<file path="config.mk">
export PLATFORM = sky130hd
export DESIGN_NAME = jam_cost_table
export DESIGN_NICKNAME = d
export VERILOG_FILES = /design/src/rtl/jam_cost_table.sv
export SDC_FILE = /design/constraint.sdc
export NUM_CORES = 1
export LEC_CHECK = 0
export BUFFER_PORTS_ARGS = -buffer_cell sky130_fd_sc_hd__buf_2
export CAP_MARGIN = 20
export CORE_MARGIN = 5
export CORE_UTILIZATION = 30
export CTS_CLUSTER_DIAMETER = 120
export DETAILED_ROUTE_END_ITERATION = 16
export GPL_TIMING_DRIVEN = 0
export SYNTH_ARGS = -nofsm -noshare
export SYNTH_HDL_FRONTEND = slang
export SYNTH_SLANG_ARGS = --single-unit
</file>
<file path="constraint.sdc">
create_clock -name CLK -period 2.8 [get_ports CLK]
set_input_delay 0 -clock CLK [delete_from_list [all_inputs] [get_ports CLK]]
set_output_delay 0 -clock CLK [all_outputs]
set_load 0.03 [all_outputs]
</file>
<file path="src/rtl/jam_cost_table.sv">
// jam_cost_table: 8x8 worker-by-job cost table for the job-assignment search
// engine. The table is loaded serially, then answers W/J lookups
// combinationally. The block also captures the engine's result and counts
// the lookups the search consumed.
module jam_cost_table #(
   parameter int unsigned COST_W = 7,
   parameter int unsigned ACC_W  = 19
) (
   input  logic              CLK,
   input  logic              RST_N,
   input  logic              CLR,
   input  logic              LD_VALID,
   input  logic [COST_W-1:0] LD_DATA,
   output logic              LD_READY,
   output logic              TABLE_READY,
   input  logic [2:0]        W,
   input  logic [2:0]        J,
   output logic [COST_W-1:0] Cost,
   input  logic              JAM_VALID,
   input  logic [9:0]        MIN_IN,
   input  logic [3:0]        CNT_IN,
   output logic              DONE,
   output logic [9:0]        RESULT_MIN,
   output logic [3:0]        RESULT_CNT,
   output logic [ACC_W-1:0]  ACCESS_CNT
);

   localparam logic [1:0] ST_LOAD  = 2'd0;
   localparam logic [1:0] ST_SERVE = 2'd1;
   localparam logic [1:0] ST_DONE  = 2'd2;

   logic [1:0]        state_q, state_d;
   logic [5:0]        ptr_q, ptr_d;
   logic [ACC_W-1:0]  acc_q, acc_d;
   logic [9:0]        rmin_q, rmin_d;
   logic [3:0]        rcnt_q, rcnt_d;
   logic              wr_en;
   logic [COST_W-1:0] cost_mem_q [64];

   // Next-state, pointer, counter and capture logic; CLR overrides everything
   always_comb begin
      state_d = state_q;
      ptr_d   = ptr_q;
      acc_d   = acc_q;
      rmin_d  = rmin_q;
      rcnt_d  = rcnt_q;
      wr_en   = 1'b0;
      if (CLR) begin
         state_d = ST_LOAD;
         ptr_d   = '0;
         acc_d   = '0;
         rmin_d  = '0;
         rcnt_d  = '0;
      end else begin
         case (state_q)
            ST_LOAD: begin
               if (LD_VALID) begin
                  wr_en = 1'b1;
                  ptr_d = ptr_q + 6'd1;
                  if (ptr_q == 6'd63) begin
                     state_d = ST_SERVE;
                  end
               end
            end
            ST_SERVE: begin
               if (JAM_VALID) begin
                  rmin_d  = MIN_IN;
                  rcnt_d  = CNT_IN;
                  state_d = ST_DONE;
               end else if (acc_q != '1) begin
                  acc_d = acc_q + ACC_W'(1);
               end
            end
            ST_DONE: begin
               state_d = ST_DONE;
            end
            default: begin
               state_d = ST_LOAD;
            end
         endcase
      end
   end

   // Control state and captures, asynchronously reset
   always_ff @(posedge CLK or negedge RST_N) begin
      if (!RST_N) begin
         state_q <= ST_LOAD;
         ptr_q   <= '0;
         acc_q   <= '0;
         rmin_q  <= '0;
         rcnt_q  <= '0;
      end else begin
         state_q <= state_d;
         ptr_q   <= ptr_d;
         acc_q   <= acc_d;
         rmin_q  <= rmin_d;
         rcnt_q  <= rcnt_d;
      end
   end

   // Cost storage; not reset, validity is tracked by the state machine
   always_ff @(posedge CLK) begin
      if (wr_en) begin
         cost_mem_q[ptr_q] <= LD_DATA;
      end
   end

   // Outputs; Cost is gated so unloaded storage never reaches the engine
   always_comb begin
      LD_READY    = (state_q == ST_LOAD);
      TABLE_READY = (state_q == ST_SERVE) || (state_q == ST_DONE);
      DONE        = (state_q == ST_DONE);
      Cost        = TABLE_READY ? cost_mem_q[{W, J}] : '0;
      RESULT_MIN  = rmin_q;
      RESULT_CNT  = rcnt_q;
      ACCESS_CNT  = acc_q;
   end

endmodule
</file>
=== Word-level counts from Yosys, hierarchy flattened ===
Memory sizes are Yosys's and may differ from the RTL's.
Index checks and enable logic that the tools add are counted.

* Add/sub/neg operators: 2
* Eq/ne operators: 8
* Mux-type cells: 24
* Reductions and logical operators: 11

{| class="wikitable"
|+ Operators with widths
! operator !! number
|-
| 19-bit two-way mux || 4
|-
| 10-bit two-way mux || 3
|-
| 19-bit by 1-bit adder with 19-bit output, second input constant || 1
|-
| 19-bit inequality test, second input constant || 1
|-
| 6-bit two-way mux || 3
|-
| 4-bit two-way mux || 3
|-
| 2-bit nonzero test || 5
|-
| 2-bit two-way mux || 4
|-
| 7-bit two-way mux || 1
|-
| 6-bit by 1-bit adder with 6-bit output, second input constant || 1
|-
| 6-bit equality test, second input constant || 1
|-
| 3-bit inequality test, second input constant || 2
|-
| 2-bit case mux with 3 select lines || 1
|-
| 3-bit AND reduction || 2
|-
| 1-bit two-way mux || 5
|-
| 2-bit AND reduction || 2
|-
| 3-bit by 2-bit inequality test with 1-bit output, second input constant || 1
|-
| 2-bit by 1-bit equality test with 1-bit output, second input constant || 1
|-
| 2-bit equality test, second input constant || 1
|-
| 2-bit zero test || 1
|-
| 2-bit inequality test, second input constant || 1
|-
| 1-bit logical OR || 1
|}

* Flip-flop bits (word level): 41
* Memory bits (writable): 448
* Input bits: 32
* Output and inout bits: 43
* Memories: 1

{| class="wikitable"
|+ Memory list
! name !! depth !! bits a word !! read ports !! clocked after Yosys merged registers in !! write ports !! line !! text
|-
| cost_mem_q || 64 || 7 || 1 || 0 || 1 || 38 || <nowiki>logic [COST_W-1:0] cost_mem_q [64];</nowiki>
|}

=== Longest topological paths before layout ===
Gate-level depths: netlist of the first run.

* Word-level depth: 5
* Gate-level depth with buffers: 9

=== Worst setup path after synthesis of the first run ===
OpenSTA, ideal clock, no wires.

* Path kind: reg2reg
* Start point: register state_q[0]
* End point: memory cost_mem_q[40][0], enable pin
* Arrival time: 2.273 ns
* Required time: 2.420 ns
* Path slack: 0.146 ns
* Stages on the path, launching flop included: 8
* Period minus slack after synthesis: 2.654 ns
* Cells stage by stage: dfrtp_1 > inv_1 > ha_1 > nand2_1 > nor2_1 > nand3_1 > or2_2 > nor3_1

* Longest elaborated chain between the ends: 5

{| class="wikitable"
|+ Ends and longest elaborated chain
! what !! line !! text
|-
| from (decl) || 32 || <nowiki>logic [1:0] state_q, state_d;</nowiki>
|-
| from (signal assigned) || 93 || <nowiki>state_q <= state_d;</nowiki>
|-
| 2-bit zero test || -- ||
|-
| net LD_READY || 14 || <nowiki>output logic LD_READY,</nowiki>
|-
| 1-bit two-way mux || 55 || <nowiki>case (state_q)</nowiki>
|-
| 1-bit two-way mux || 48 || <nowiki>if (CLR) begin</nowiki>
|-
| 1-bit two-way mux || 103 || <nowiki>if (wr_en) begin</nowiki>
|-
| 1-bit two-way mux (implied by the code) || 104 || <nowiki>cost_mem_q[ptr_q] <= LD_DATA;</nowiki>
|-
| to (decl) || 38 ||
|}

The timed path passes the listed nets, and every way through them passes these cells.

=== Worst setup path after layout of the first run ===
* Start point: register state_q[1]
* End point: memory cost_mem_q[38][1], enable pin

* Longest elaborated chain between the ends: 5

{| class="wikitable"
|+ Ends and longest elaborated chain
! what !! line
|-
| 2-bit zero test || 55
|-
| 1-bit two-way mux || 55
|-
| 1-bit two-way mux || 48
|-
| 1-bit two-way mux || 103
|-
| 1-bit two-way mux (implied by the code) || 104
|}

No other way between the ends.

==> results of run 1 <==
## report_power, final
| part | total [mW] | internal (mW) | switching [mW] |
|---|---|---|---|
| registers | 7.99 | 7.98 | 0.00424 |
| logic | 0.783 | 0.279 | 0.505 |
| clock network | 6.81 | 3.95 | 2.86 |
## timing repair
action | in CTS | in global routing
endpoints found under the setup margin | 373 | 222
endpoints found under the hold margin | 61 | 172
resized for setup | 59 | 32
buffers inserted | 1 | 0
hold buffers | 26 | 7
## area by class of cell
type                            instances  area [µm²]  area share (%)
Buffer                                 54         318            1.35
Clock buffer                           58        1280            5.44
Sequential cell                       489       14500            61.5
Multi-Input combinational cell        528        5140            21.8
Tap cell                              855        1070            4.54
Inverter                                5        18.8          0.0797
Clock inverter                         35         394            1.67
Timing Repair Buffer                  114         848            3.60
## Yosys cell counts (9+ instances only)
library cell	n
nand3_1	23
nand2b_1	11
clkbuf_1	21
nor3_1	14
nor2_1	93
xnor2_1	9
nor2b_1	13
o22ai_1	9
mux4_2	93
a211oi_1	10
mux4_1	14
a21oi_1	32
mux2i_1	20
or3_1	9
nand2_1	77
o21ai_0	17
dfrtp_1	41
buf_2	14
edfxtp_1	448
## registers in the layout, indices dropped and copies added (netlist names)
| register | count |
|---|---|
| ACCESS_CNT | 19 |
| RESULT_CNT | 4 |
| RESULT_MIN | 10 |
| cost_mem_q | 448 |
| ptr_q | 6 |
| state_q | 2 |
## how the worst max path moves through the flow
stage                   endpoint  slack [ns]  cells after the start
2_1_floorplan  cost_mem_q[40][0]        0.15                      7
6_report       cost_mem_q[38][1]       -0.05                      6
3_5_place_dp   cost_mem_q[21][5]       -0.37                      6
5_1_grt        cost_mem_q[30][4]       -0.16                      6
3_3_place_gp    cost_mem_q[5][6]       -0.28                      6
4_1_cts         cost_mem_q[3][2]       -0.26                      6
## worst reg2reg max path: stages, from the launching register on
cell     delay (ns)
dfrtp_1        0.39
inv_1          0.10
ha_2           0.24
nand2_1        0.18
nor3_1         0.47
nand3_2        0.55
nor2_2         0.57
## kinds of logic (layout without fill, tap and decap cells)
| logic type | count (synthesis) | in the layout | synth area share [%] |
|---|---|---|---|
| adder cells (fa/ha/maj) | 5 | 5 | 0.318 |
| multiplexers | 133 | 133 | 13.9 |
| flip-flops | 489 | 489 | 73.6 |
| XOR/XNOR | 12 | 12 | 0.535 |
| buffers and inverters | 61 | 266 | 1.75 |
| AND/OR/NAND/NOR | 274 | 274 | 6.46 |
| AO/OA/AOI/OAI | 104 | 104 | 3.40 |
## routing by layer
layer	up-vias	wire [µm]	global-route usage, %
met3	94	4730	3.20
met2	538	24500	23.2
li1	4674	-	-
met1	5801	22200	20.9
met5	-	17	0
met4	2	1570	4.79
==> results.json, run 1 <==
{
  "status": "complete, but fails checks",
  "violations": "negative setup slack",
  "wire_per_inst_um": 24.8,
  "ant_nets": 0,
  "grt_max_degree": 65,
  "critical_path_arrival_ns": 3.09,
  "critPathLaunchType": "flip-flop",
  "timing.slew.headroom_pct": 30.0,
  "cts.clk_slew.worst_paths_ns": 0.06,
  "worstMarginPinSlew_ns": 1.05,
  "holdWs_ns": 0.102,
  "grt_pass1_wl_um": 78100,
  "grt_antenna_before_repair": 1,
  "post-place-ws_ns": -0.369,
  "slew_viol_final": 0,
  "worstSetupPathType": "reg2reg",
  "dieWidth_um": 266,
  "ys_seq_area_share_pct": 73.6,
  "crit_required_ns": 3.04,
  "via_count": 11109,
  "htree_levels": 2,
  "power.total_mw": 15.6,
  "synth_ff_type": "edfxtp_1",
  "syn_to_final_growth_pct": 19.8,
  "netlist_area_mm2": 0.0197,
  "period_minus_slack_ns": 2.85,
  "final_nets": 1279,
  "r2r-end": "cost_mem_q[38][1]",
  "postLayoutCellArea_mm2": 0.0235,
  "crit_start": "state_q[1]",
  "initial_core_util_pct": 30.4,
  "final_cell_mix": "edfxtp_1, mux4_2, buf_2",
  "first_pass_iters": 6,
  "synth.largest_area_cell": "edfxtp_1",
  "stdcell_count": 2138,
  "ys_top_cells_by_area": "edfxtp_1, mux4_2, dfrtp_1",
  "clock_path_buffers": 3,
  "die_area_mm2": 0.0708,
  "layout_commonest_cell": "edfxtp_1",
  "drt_iter0_drc": 1362,
  "drive_gt1_share_pct": 28.4,
  "cap_violations": 0,
  "ys_async_sr_fraction_pct": 8.38,
  "gp_congestion": 0.974,
  "max_stage_delay_ns": 0.57,
  "fin_crit_sh_pct": 102,
  "rsz0062_at_grt": "true",
  "dp.cells": 2006,
  "io_pins": 75,
  "synth_seq_cells": 489,
  "cts_root_buf": "clkbuf_16",
  "numCtsBuffers": 50,
  "power.density_mw_per_mm2": 662,
  "crit_family": "simple AND/OR/NAND/NOR gates",
  "r2r_cells": 6,
  "tns_ns": -0.992,
  "crit_buf_inv": 1,
  "diodes": 0,
  "nFillCells": 6066,
  "synth_top_area_share_pct": 68.4,
  "clock_skew_ns": 0.0471,
  "cpMaxStageDelayCell": "nor2_2",
  "post-route-drc-count": 0,
  "gr-usage-all-layers_pct": 14.9,
  "cts_tree": "done",
  "viasPerCell": 5.20,
  "chipHeight_um": 266,
  "regToRegSetupSlack_ns": -0.05,
  "clock-sinks": 489,
  "synth_nets": 1115,
  "worst_hold_path_type": "in2async",
  "ys_warn_count": 0,
  "io_buffers": 71,
  "total_leakage_power_nw": 7.60,
  "synthCells": 1078,
  "cp-end-kind": "flip-flop",
  "core_mm2": 0.0647,
  "setup_viol": 34,
  "fin_util_pct": 36.4,
  "final_hold_viol_count": 0,
  "path_cells": "inv_1 -> ha_2 -> nand2_1 -> nor3_1 -> nand3_2 -> nor2_2",
  "ir_drop_v": 0.000464,
  "syn_avg_cell_area_um2": 18.2,
  "place_hpwl_um": 34000,
  "finalWorstSetupSlack_ns": -0.0502,
  "ys_types": 57,
  "rows": 93,
  "path_max_fanout": 7,
  "clk_latency_ns": 0.62,
  "max_freq_ghz": 0.351,
  "grt_pass1_vias": 11269,
  "detail_route.wirelength_um": 53000,
  "r2r-start": "state_q[1]",
  "synth_edf_count": 448,
  "dpl_cell_area_mm2": 0.0211,
  "gr-total-overflow": 0
}
Power figures use the tool's default switching activity.
==> run 2: changes to the inputs <==
--- a/config.mk
+++ b/config.mk
@@ -12,6 +12,7 @@
 export CTS_CLUSTER_DIAMETER = 120
 export DETAILED_ROUTE_END_ITERATION = 16
 export GPL_TIMING_DRIVEN = 0
+export PLACE_DENSITY_LB_ADDON = 0.2
 export SYNTH_ARGS = -nofsm -noshare
 export SYNTH_HDL_FRONTEND = slang
 export SYNTH_SLANG_ARGS = --single-unit
==> results.json, run 2 (synthesis gave the netlist of run 1 again) <==
{
  "largest-register": "cost_mem_q",
  "grt_antenna_before_repair": 1,
  "max_freq_ghz": 0.358,
  "core_mm2": 0.0647,
  "viasPerCell": 5.10,
  "place_hpwl_um": 38000,
  "worstMarginPinSlew_ns": 1.31,
  "detail_route.wirelength_um": 57400,
  "power.density_mw_per_mm2": 662,
  "numCtsBuffers": 52,
  "ir_drop_v": 0.000419,
  "setup_viol": 0,
  "period_minus_slack_ns": 2.80,
  "critPathLaunchType": "flip-flop",
  "first_pass_iters": 5,
  "gp_congestion": 0.887,
  "io_buffers": 71,
  "dpl_cell_area_mm2": 0.0212,
  "clock_path_buffers": 3,
  "syn_to_final_growth_pct": 20.6,
  "ant_nets": 0,
  "multiInputGateArea_mm2": 0.00527,
  "initial_core_util_pct": 30.4,
  "combPwrFrac_pct": 5.1,
  "nFillCells": 6119,
  "rsz0062_at_grt": "true",
  "drive_gt1_share_pct": 28.9,
  "clock-sinks": 489,
  "chipHeight_um": 266,
  "cts_root_buf": "clkbuf_16",
  "switching_share_pct": 22.0,
  "critical_path_arrival_ns": 3.02,
  "largest_register_ffs": 448,
  "worstSetupPathType": "reg2reg",
  "wire_per_inst_um": 26.8,
  "grt_max_degree": 65,
  "intPower_mw": 12.2,
  "share_seq_of_total_power_pct": 50.9,
  "p_sw_mw": 3.44,
  "cp-end-kind": "flip-flop",
  "cts_tree": "done",
  "drt_iter0_drc": 1096,
  "clk_latency_ns": 0.62,
  "cts.clk_slew.worst_paths_ns": 0.07,
  "final_cell_mix": "edfxtp_1, mux4_2, buf_2",
  "worst_hold_path_type": "in2reg",
  "final_hold_viol_count": 8,
  "status": "complete, but fails checks",
  "violations": "negative hold slack",
  "final_nets": 1281,
  "grt_pass1_vias": 11094,
  "timing.slew.headroom_pct": 12.5,
  "die_area_mm2": 0.0708,
  "holdWs_ns": -0.00889,
  "via_count": 10944,
  "grt_pass1_wl_um": 81300,
  "slew_viol_final": 0,
  "total_leakage_power_nw": 7.61,
  "postLayoutCellArea_mm2": 0.0237,
  "dieWidth_um": 266,
  "cap_violations": 0,
  "post-place-ws_ns": -0.466,
  "crit_required_ns": 3.03,
  "gr-total-overflow": 0,
  "htree_levels": 2,
  "finalWorstSetupSlack_ns": 0.00493,
  "ff_latch_area_mm2": 0.0145,
  "layout_commonest_cell": "edfxtp_1",
  "post-route-drc-count": 0,
  "power.total_mw": 15.7,
  "clock_skew_ns": 0.0256,
  "gr-usage-all-layers_pct": 15.9,
  "clkPwrFrac_pct": 43.9,
  "path_max_fanout": 7,
  "rows": 93,
  "fin_crit_sh_pct": 99.8,
  "io_pins": 75
}
[run 2: cell types whose count changed in the layout (fill, tap and decap cells not counted), moves of 3 or more]
cell	before	now
nor2_4	19	36
nor2_2	36	23
clkinv_1	8	14
clkinv_2	13	7
nor2_1	38	34
clkinvlp_4	1	4
[run 2: power by group through the flow]
stage                     registers (mW)  clock network, mW  logic [mW]
final                               7.99               6.89       0.807
after global routing                7.98               7.38       0.851
after CTS                           7.99               7.04       0.802
after detailed placement            8.14                  0       0.767
after global placement              8.15                  0       0.736
after floorplan                     8.14                  0       0.364
[run 2: final cells by class]
| type | count | area share, % |
|---|---|---|
| Sequential cell | 489 | 61.1 |
| Multi-Input combinational cell | 528 | 22.2 |
| Clock buffer | 61 | 5.63 |
| Tap cell | 855 | 4.51 |
| Timing Repair Buffer | 113 | 3.53 |
| Clock inverter | 37 | 1.57 |
| Buffer | 55 | 1.37 |
| Inverter | 5 | 0.0792 |
| Antenna cell | 1 | 0.0106 |
[run 2: metal layers]
metal	track usage [%]	up-vias	part of all wire [%]
met2	24.1	427	45
met1	22.3	5730	43
li1	-	4690	-
met3	4.14	97	8.2
met4	5.80	0	3.5
met5	0	-	0
[run 2: worst paths after layout]
kind | startpoint | slack [ns] | depth (start not counted) | endpoint
worst max-delay path | state_q[0] | 0.005 | 6 | cost_mem_q[62][5]
worst min-delay path | LD_DATA[6] | -0.009 | 1 | cost_mem_q[32][6]
worst max register to register | state_q[0] | 0.005 | 6 | cost_mem_q[62][5]
worst min register to register | RESULT_MIN[1] | 0.53 | 2 | RESULT_MIN[1]
max in group asynchronous | RST_N | 2.11 | 2 | RESULT_MIN[8]
min in group asynchronous | RST_N | 0.09 | 2 | ACCESS_CNT[17]
[run 2: what timing repair did]
action,4_1_cts,5_1_grt
hold buffers,31,1
setup endpoints to repair,399,318
buffers inserted,2,0
endpoints found under the hold margin,177,25
resized for setup,80,41
[run 2: through the flow]
stage	std cells	util [%]	TNS, ns
3_3_place_gp	2004	32.6	-92.65
3_5_place_dp	2011	32.8	-90.22
6_report	2144	36.6	0
2_1_floorplan	1078	-	0
5_1_grt	2143	36.6	-15.32
4_1_cts	2141	36.3	-11.18
[run 2: critical path, stage by stage (launching register included)]
cell     delay, ns
dfrtp_1       0.39
inv_1         0.09
ha_2          0.24
nand2_1       0.17
nor3_1        0.46
nand3_2       0.50
nor2_2        0.56
